$ cat src/rtl/arg_value_parser.sv
// arg_value_parser: streaming "+KEY=<value>" argument matcher with decimal/binary value decode
//   clk, reset_l            : clock, asynchronous active-low reset
//   radix_dec               : 1 = decimal value, 0 = binary (captured on first char of an argument)
//   ch_valid/ch_data/ch_last: character stream in, ch_last marks the final char of an argument
//   ch_ready                : low while a result is pending
//   res_valid/res_ready     : result handshake
//   res_found/res_value     : match flag and decoded value (value held when not found)
//   arg_count               : completed arguments, saturating at 255
module arg_value_parser #(
    parameter int WIDTH = 32,
    parameter logic [127:0] KEY = "trace",
    parameter int KEY_LEN = 5
) (
    input  logic             clk,
    input  logic             reset_l,
    input  logic             radix_dec,
    input  logic             ch_valid,
    input  logic [7:0]       ch_data,
    input  logic             ch_last,
    output logic             ch_ready,
    output logic             res_valid,
    input  logic             res_ready,
    output logic             res_found,
    output logic [WIDTH-1:0] res_value,
    output logic [7:0]       arg_count
);
    typedef enum logic [2:0] {PLUS, KEYM, EQ, DIGITS, SKIP} state_t;
    state_t state, state_n;
    logic [3:0] idx, idx_n;
    logic [WIDTH-1:0] acc, acc_n;
    logic got_digit, got_digit_n, dec_q, dec, xfer, done, found, is_digit, key_hit, key_done;
    logic [7:0] key_ch;
    assign ch_ready = !res_valid;
    assign xfer = ch_valid && ch_ready;
    assign done = xfer && ch_last;
    // the radix applies from the first character, before dec_q has captured it
    assign dec = (state == PLUS) ? radix_dec : dec_q;
    assign is_digit = dec ? (ch_data >= 8'h30 && ch_data <= 8'h39) : (ch_data == 8'h30 || ch_data == 8'h31);
    // KEY is right-justified, so the first character sits in byte KEY_LEN-1
    assign key_ch = 8'(KEY >> (8 * (KEY_LEN - 1 - int'(idx))));
    assign key_hit = ch_data == key_ch;
    assign key_done = int'(idx) == KEY_LEN - 1;
    always_comb begin
        state_n = state;
        idx_n = idx;
        acc_n = acc;
        got_digit_n = got_digit;
        if (xfer) begin
            case (state)
                PLUS: state_n = (ch_data == 8'h2b) ? KEYM : SKIP;
                KEYM: begin
                    state_n = !key_hit ? SKIP : key_done ? EQ : KEYM;
                    idx_n = (key_hit && !key_done) ? idx + 4'd1 : 4'd0;
                end
                EQ: begin
                    state_n = (ch_data == 8'h3d) ? DIGITS : SKIP;
                    acc_n = '0;
                    got_digit_n = 1'b0;
                end
                DIGITS: begin
                    acc_n = !is_digit ? acc : dec ? (acc << 3) + (acc << 1) + WIDTH'(ch_data - 8'h30)
                                                 : {acc[WIDTH-2:0], ch_data[0]};
                    got_digit_n = got_digit || is_digit;
                    state_n = (is_digit || ch_data == 8'h5f) ? DIGITS : SKIP;
                end
                default: state_n = SKIP;
            endcase
        end
        found = state_n == DIGITS && got_digit_n;
        if (done) begin
            state_n = PLUS;
            idx_n = 4'd0;
            got_digit_n = 1'b0;
        end
    end
    always_ff @(posedge clk or negedge reset_l) begin
        if (!reset_l) begin
            state <= PLUS;
            idx <= 4'd0;
            acc <= '0;
            got_digit <= 1'b0;
            dec_q <= 1'b0;
            res_valid <= 1'b0;
            res_found <= 1'b0;
            res_value <= '0;
            arg_count <= 8'd0;
        end else begin
            state <= state_n;
            idx <= idx_n;
            acc <= acc_n;
            got_digit <= got_digit_n;
            if (xfer && state == PLUS) dec_q <= radix_dec;
            if (res_valid && res_ready) res_valid <= 1'b0;
            if (done) begin
                res_valid <= 1'b1;
                res_found <= found;
                if (found) res_value <= acc_n;
                arg_count <= arg_count + {7'd0, arg_count != 8'hff};
            end
        end
    end
endmodule

$ cat config.mk
export PLATFORM = sky130hd
export DESIGN_NAME = arg_value_parser
export DESIGN_NICKNAME = d
export VERILOG_FILES = /design/src/rtl/arg_value_parser.sv
export SDC_FILE = /design/constraint.sdc
export NUM_CORES = 1
export LEC_CHECK = 0
export BUFFER_PORTS_ARGS = -buffer_cell sky130_fd_sc_hd__buf_2
export CAP_MARGIN = 20
export CORE_UTILIZATION = 40
export DETAILED_ROUTE_END_ITERATION = 10
export GPL_TIMING_DRIVEN = 1
export HOLD_SLACK_MARGIN = 0.05
export SLEW_MARGIN = 20
export SYNTH_ARGS = -nofsm -noshare
export SYNTH_HDL_FRONTEND = slang
export SYNTH_SLANG_ARGS = --single-unit
$ cat constraint.sdc
create_clock -name clk -period 6 [get_ports clk]
set_clock_uncertainty 0.2 [all_clocks]
set_input_delay 0.3 -clock clk [delete_from_list [all_inputs] [get_ports clk]]
set_output_delay 0.3 -clock clk [all_outputs]
set_load 0.05 [all_outputs]
**After elaboration in Yosys (flattened, before gate mapping)**

Cells that the tools add are included.

- Memory bits (read-only): 0
- Bits in latches: 0
- Memories kept: 0
- Register bits after elaboration: 83
- Output and inout bits: 43
- Bits in writable memories: 0

- Reduce and logical (&&, ||, !) cells: 18
- Equal/unequal tests: 12
- Shifts and indexed selects: 1
- Bitwise gates (word level): 0
- Muxes and demuxes: 23
- Divide/modulo/power cells: 0
- $add $sub $neg: 6
- Magnitude comparators: 2
- Multiply operators: 0

Operators by type and width:

| cell | count |
|---|---|
| 32-bit 2-to-1 mux | 3 |
| 32-bit adder | 2 |
| 32-bit one-hot mux with 2 select lines | 1 |
| 39-bit by 32-bit >> shifter with 8-bit output, first input constant | 1 |
| 8-bit by 6-bit equality test with 1-bit output, second input constant | 4 |
| 3-bit 2-to-1 mux | 6 |
| 4-bit 2-to-1 mux | 4 |
| 3-bit one-hot mux with 4 select lines | 1 |
| 3-bit by 2-bit equality test with 1-bit output, second input constant | 3 |
| 8-bit by 6-bit subtractor with 9-bit output, second input constant | 1 |
| 8-bit by 1-bit adder with 8-bit output | 1 |
| 8-bit by 7-bit equality test with 1-bit output, second input constant | 1 |
| 8-bit equality test | 1 |
| 8-bit by 6-bit greater-or-equal comparator with 1-bit output, second input constant | 1 |
| 8-bit by 6-bit <= comparator with 1-bit output, second input constant | 1 |
| 8-bit != test, second input constant | 1 |
| 1-bit logical AND | 7 |
| 1-bit 2-to-1 mux | 6 |
| 2-bit nonzero test | 3 |
| 3-bit by 4-bit subtractor with 5-bit output, first input constant | 1 |
| 4-bit by 1-bit adder with 4-bit output, second input constant | 1 |
| 4-bit equality test, second input constant | 1 |
| 2-bit AND reduction | 2 |
| 3-bit by 1-bit equality test with 1-bit output, second input constant | 1 |
| 5 further kinds | 8 |

**Logic depth before layout (Yosys ltp)**

Gate-level depths: netlist of the first run.

- Word-level depth: 10
- Depth in mapped cells: 15
- Mapped depth without buffers: 15

**Least setup slack after synthesis of the first run**

OpenSTA, ideal clock, no wires.

- Path type: input-to-reg
- From: in ch_data[6]
- To: reg res_value[31]
- Buffers on the path: 0
- Setup time: 133 ps
- Setup slack: 807 ps
- Arrival time: 4861 ps
- Data required time: 5667 ps
- Stages: 14
- Path through: or2_2 nor2_1 fa_1 ha_1 a211oi_1 nor2_1 o31ai_1 nand3b_1 o21ai_1 o31ai_1 a221o_1 mux2i_1 nor4b_1 a211oi_1

- Word-level cells in the longest chain between the ends: 10

Ends and longest elaborated chain:

| element | RTL line | text |
|---|---|---|
| from (decl) | 18 | `input logic [7:0] ch_data,` |
| branches (longest 10 deep; another with 32-bit adder) | n/a |  |
| to (signal assigned) | 97 | `if (found) res_value <= acc_n;` |
| to (decl) | 24 | `output logic [WIDTH-1:0] res_value,` |

Several ways; the timed one is not identified.
A chain may end at the register's enable or synchronous reset.

**Worst setup path in the final report of the first run**

Ends and elaborated chain as after synthesis.

==> impl_metrics.json, run 1 <==
{
  "dr_wl_met3_um": 696,
  "cts_made_buffers": 9,
  "crit_family": "compound AO/OA/AOI/OAI gates",
  "min-delay-start": "radix_dec",
  "start_kind": "input port",
  "synth_top_area_cell": "dfrtp_1",
  "layout_min_cycle_time_ps": 4630,
  "placeableCoreArea_um2": 15300,
  "fmax_ghz": 0.216,
  "path_max_fanout": 13,
  "max-slew-margin-rel_pct": 31.8,
  "route.met2.wl_mm": 6.96,
  "grt_max_degree": 52,
  "synthesis.area_um2": 6320,
  "power.internal_uw": 968,
  "path_cells": "buf_2 -> or2_2 -> nor2_2 -> fa_1 -> ha_1 -> a211oi_1 -> nor2_1 -> o31ai_1 -> nand3b_1 -> o21ai_1 -> o31ai_1 -> a221o_1 -> xor2_1 -> nand2_1 -> a211oi_1",
  "drv_cap": 0,
  "clk_pin_slew_ps": 60,
  "die-area_um2": 16300,
  "top_layer": "met4",
  "final_area_um2": 7090,
  "postPlaceCellArea_um2": 6780,
  "wl_per_cell_um": 16.7,
  "io_pins": 57,
  "synth.area.top_cells": "dfrtp_1 (33%), fa_1 (9.2%), ha_1 (7.5%)",
  "post-route-period-util_pct": 77.1,
  "ys.warnings.count": 0,
  "ys.flop_type": "dfrtp_1",
  "tightest_slew_ps": 1020,
  "first_pass_iters": 6,
  "ys_types": 73,
  "synth.ff_latch_count": 83,
  "synthCells": 640,
  "slowest_delay_ps": 700,
  "grt_pass1_vias": 5137,
  "place_congestion": 0.912,
  "hold_class": "in -> reg",
  "post_cts_resized": 0,
  "cp.arrival_ps": 4680,
  "ant_nets": 0,
  "portBuffers": 56,
  "viasPerCell": 5.56,
  "endpoint_kind": "flop",
  "p_comb_share_pct": 18.7,
  "cts_tree": "done",
  "hpwl_mm": 11.3,
  "fp-row-count": 45,
  "sw_frac_of_total_pct": 30.4,
  "crit_type": "in -> reg",
  "grt_pass1_wl_mm": 26.0,
  "fin_tns_setup_ps": 0,
  "status": "completed",
  "cp.required_ps": 6050,
  "crit_slowest_cell": "nor2_2",
  "synth_top_cell_area_share_pct": 32.9,
  "grt_setup_unrepaired": "no",
  "cts_num_sinks": 83,
  "finalHoldViolations": 0,
  "power_leakage_uw": 0.00341,
  "fin_nets": 775,
  "cts_setup_buffers": 0,
  "h-tree-depth": 3,
  "die_h_um": 128,
  "start_util_pct": 41.3,
  "seq_area_frac_synth_pct": 32.9,
  "grt_overflow": 0,
  "drt-total-wl_mm": 15.2,
  "met1_length_mm": 7.15,
  "syn_to_final_growth_pct": 12.1,
  "antenna_found_initial": 0,
  "drive_gt1_share_pct": 17.7,
  "rr_startpoint": "idx[0]$_DFFE_PN0P_",
  "synthesis.nets": 721,
  "setup_viol": 0,
  "root_buffer": "clkbuf_16",
  "power.density_nw_per_um2": 196,
  "grt_usage_pct": 20.3,
  "clk-insertion-delay-late_ps": 350,
  "syn_area_per_cell_um2": 9.88,
  "synth_edf_count": 0,
  "switching_power_uw": 424,
  "dr_total_vias": 5039,
  "initialDrtViolationCount": 293,
  "async_flop_share_pct": 100,
  "cts_buffer_depth": 2,
  "n_antenna_cell": 0,
  "drv_slew": 0,
  "route.detailed.drc": 0,
  "peakVddDrop_mv": 0.141,
  "crit_start": "ch_data[6]",
  "die-width_um": 128,
  "critPathBufInv": 1,
  "seqPwrFrac_pct": 43.0,
  "pwr-share-clk_pct": 38.3
}
## cell type report
type | instances | area (µm²)
sequential | 83 | 2080
inverter | 19 | 71.3
clock buffer | 10 | 229
timing repair buffer | 64 | 350
tap | 211 | 264
clock inverter | 3 | 42.5
multi-input combinational | 517 | 4050
fill | 1483 | 8230
## routing by layer
metal | track usage (%) | vias up
li1 | - | 2426
met5 | 0 | -
met4 | 8.17 | 0
met3 | 4.01 | 31
met2 | 31.4 | 117
met1 | 27.8 | 2465
## per-stage QoR
stage / worst slack, ps / total power, µW / util, % / std cells / hold slack (ps)
2_1_floorplan: 807 / 789 / - / 640 / -196
3_3_place_gp: 1200 / 864 / 44.3 / 891 / 76.6
3_5_place_dp: 1030 / 869 / 44.3 / 891 / 78.0
4_1_cts: 1380 / 1410 / 46.3 / 907 / 88.1
5_1_grt: 948 / 1460 / 46.3 / 907 / 96.4
6_report: 1370 / 1390 / 46.3 / 907 / 94.6
## cells by family after synthesis
logic type / after synthesis / share of synthesized area (%)
xor+xnor: 38 / 5.27
fa+ha+maj: 67 / 16.7
flops: 83 / 32.9
compound gates: 182 / 19.4
mux: 37 / 8.06
buf+inv: 40 / 3.13
simple gates: 193 / 14.6
## synthesized netlist by cell type (9+ instances only)
library cell	instances
nor3_1	9
mux2_4	26
a21oi_1	39
clkbuf_1	10
nand4_1	11
xor2_1	20
dfrtp_1	83
a22o_1	15
nand3_1	14
ha_1	38
nor2_1	45
fa_1	29
a21o_1	12
nand2_1	75
xnor2_1	18
inv_1	18
o21ai_0	51
## power groups by stage
stage | combinational [µW] | sequential, µW | clock [µW]
detailed placement | 260 | 609 | 0
floorplan | 136 | 653 | 0
finish | 260 | 599 | 533
CTS | 262 | 599 | 546
global placement | 257 | 607 | 0
global route | 286 | 602 | 575
## flip-flops by register name, indices dropped and copies added, names as in the netlist
signal,flops
res_value,32
state,3
acc,32
res_valid,1
arg_count,8
dec_q,1
got_digit,1
res_found,1
idx,4
## repair_timing
item	4_1_cts	5_1_grt
hold endpoints to repair	34	0
endpoints found under the setup margin	0	0
hold buffers	3	0
## cell usage in the layout, fill, tap and decap left out, types with 7 or more instances in the layout
master,synthesis,final
nand4_1,11,11
o21a_1,7,7
nand3_1,14,14
clkbuf_16,0,9
xor2_1,20,20
xnor2_1,18,18
buf_2,4,55
a21o_1,12,12
ha_1,38,38
nor3_1,9,9
mux2_4,26,26
dfrtp_1,83,83
fa_1,29,29
nand2_1,75,74
a22o_1,15,15
inv_1,18,18
nor2_1,45,44
a21oi_1,39,39
o21ai_0,51,51
## worst register-to-register path, stage by stage (launching register included)
cell       delay, ps
dfrtp_1          480
inv_1            110
ha_1             300
nor4b_1          370
xor2_1           120
a2111oi_0        380
nand3_1          120
a31oi_1          340
nand2_1           90
o21ai_0          220
and4_2           710
buf_4            440
mux2_2           380
## path summary, 6_finish.rpt
check	end	slack (ps)	cells past startpoint
max reg2reg	res_value[29]$_DFFE_PN0P_	1620	12
min	dec_q$_DFFE_PN0P_	90	2
min reg2reg	res_value[28]$_DFFE_PN0P_	290	1
min in group asynchronous	res_value[14]$_DFFE_PN0P_	240	2
max in group asynchronous	acc[29]$_DFF_PN0_	4360	3
max	res_value[31]$_DFFE_PN0P_	1370	15
Power figures use the tool's default switching activity.
==> inputs of run 2 (changes only) <==
clock period = 3.95 ns   (was 6 ns; I/O delays follow)
==> impl_metrics.json, run 2 (same netlist as run 1, synthesis figures left out) <==
{
  "clk_pin_slew_ps": 70,
  "fin_nets": 827,
  "grt_pass1_vias": 5311,
  "cts_made_buffers": 9,
  "fmax_ghz": 0.263,
  "cts_buffer_depth": 2,
  "root_buffer": "clkbuf_16",
  "die-width_um": 128,
  "layout_min_cycle_time_ps": 3800,
  "fin_cells": 961,
  "crit_type": "reg -> reg",
  "grt_max_degree": 84,
  "cts_num_sinks": 83,
  "peakVddDrop_mv": 0.191,
  "grt_usage_pct": 20.9,
  "portBuffers": 56,
  "route.met2.wl_mm": 7.51,
  "top_regs": "acc: 32 flops, res_value: 32 flops, arg_count: 8 flops",
  "cp.required_ps": 4040,
  "start_kind": "flop",
  "fin_tns_setup_ps": 0,
  "fp-row-count": 45,
  "syn_to_final_growth_pct": 20.9,
  "wl_per_cell_um": 16.7,
  "die_h_um": 128,
  "hold_class": "in -> reg",
  "die-area_um2": 16300,
  "power.density_nw_per_um2": 285,
  "met1_length_mm": 7.55,
  "power_uw": 2180,
  "ant_nets": 0,
  "top_layer": "met4",
  "post-route-period-util_pct": 96.3,
  "grt_overflow": 0,
  "io_pins": 57,
  "max-slew-margin-rel_pct": 49.9,
  "final_area_um2": 7640,
  "cts_tree": "done",
  "status": "completed",
  "drive_gt1_share_pct": 24.8,
  "mostFrequentLayoutCell": "dfrtp_1",
  "route.detailed.drc": 0,
  "cp.arrival_ps": 3890,
  "power_leakage_uw": 0.00369,
  "dr_wl_met3_um": 632,
  "endpoint_kind": "flop",
  "drv_cap": 0,
  "finalHoldViolations": 0,
  "pre_cts_slack_ps": -111,
  "viasPerCell": 5.43,
  "path_max_fanout": 3,
  "drt-total-wl_mm": 16.0,
  "postPlaceCellArea_um2": 7250,
  "drv_slew": 0,
  "start_util_pct": 41.3,
  "final_cell_mix": "dfrtp_1 (83), nand2_1 (75), buf_2 (55), buf_4 (51), o21ai_0 (50)",
  "dr_total_vias": 5218,
  "setup_viol": 0,
  "setup_slack_ps": 146,
  "place_congestion": 0.937,
  "n_antenna_cell": 0,
  "h-tree-depth": 3,
  "placeableCoreArea_um2": 15300,
  "initialDrtViolationCount": 259,
  "antenna_found_initial": 0,
  "grt_pass1_wl_mm": 26.7,
  "first_pass_iters": 5,
  "hpwl_mm": 12.1,
  "tightest_slew_ps": 752,
  "clk-insertion-delay-late_ps": 350,
  "dp_cells": 940
}
==> run 2: cell types whose count changed in the layout (fill, tap and decap cells not counted), moves of 4 or more <==
| cell | change |
|---|---|
| a21oi_1 | -4 |
| a21oi_2 | +4 |
| buf_12 | +4 |
| buf_4 | +45 |
==> run 2: worst paths after layout <==
path | startpoint | endpoint | slack [ps] | cells after the start
setup / recovery | acc[0]$_DFF_PN0_ | res_value[28]$_DFFE_PN0P_ | 150 | 13
hold / removal | ch_valid | state[1]$_DFF_PN0_ | 140 | 5
setup reg to reg | acc[0]$_DFF_PN0_ | res_value[28]$_DFFE_PN0P_ | 150 | 13
hold reg to reg | res_found$_DFFE_PN0P_ | res_found$_DFFE_PN0P_ | 280 | 1
max in group asynchronous | reset_l | res_value[27]$_DFFE_PN0P_ | 2770 | 2
min in group asynchronous | reset_l | res_value[14]$_DFFE_PN0P_ | 270 | 2
==> run 2: critical path, cell delays in order (launching register included) <==
cell,delay [ps]
dfrtp_1,400
fa_1,530
inv_1,60
fa_1,470
nor2b_2,180
o2111ai_2,180
a31oi_4,240
o211ai_1,150
a31o_2,290
o21ai_1,180
nand2_1,100
or4b_1,500
nand3_1,120
mux2_1,140
==> run 2: what timing repair did <==
action | 4_1_cts | 5_1_grt
gates resized for setup | 1 | 8
gates cloned | 0 | 0
hold buffers | 5 | 0
hold endpoints to repair | 87 | 0
buffers inserted | 0 | 1
pin swaps | 0 | 1
setup endpoints to repair | 1 | 7
==> run 2: layout make-up <==
type	instances	area (µm²)
Inverter	19	71.3
Clock inverter	4	51.3
Clock buffer	11	243
Sequential cell	83	2080
Multi-Input combinational cell	517	4140
Fill cell	1456	7670
Tap cell	211	264
Timing Repair Buffer	116	800
==> run 2: stage by stage <==
| step | util (%) | hold slack [ps] |
|---|---|---|
| floorplan | - | -298 |
| global placement | 47.3 | 177 |
| detailed placement | 47.3 | 183 |
| CTS | 49.6 | 131 |
| global route | 49.9 | 170 |
| finish | 49.9 | 143 |
==> run 2: power by group <==
group	internal, µW	switching, µW
sequential	876	34.0
clock	503	343
combinational	137	287
==> run 2: metal layers <==
layer  track usage, %  vias up
li1                 -     2536
met1             27.6     2559
met5                0        -
met4             7.75        0
met3             3.88       26
met2             34.1       97
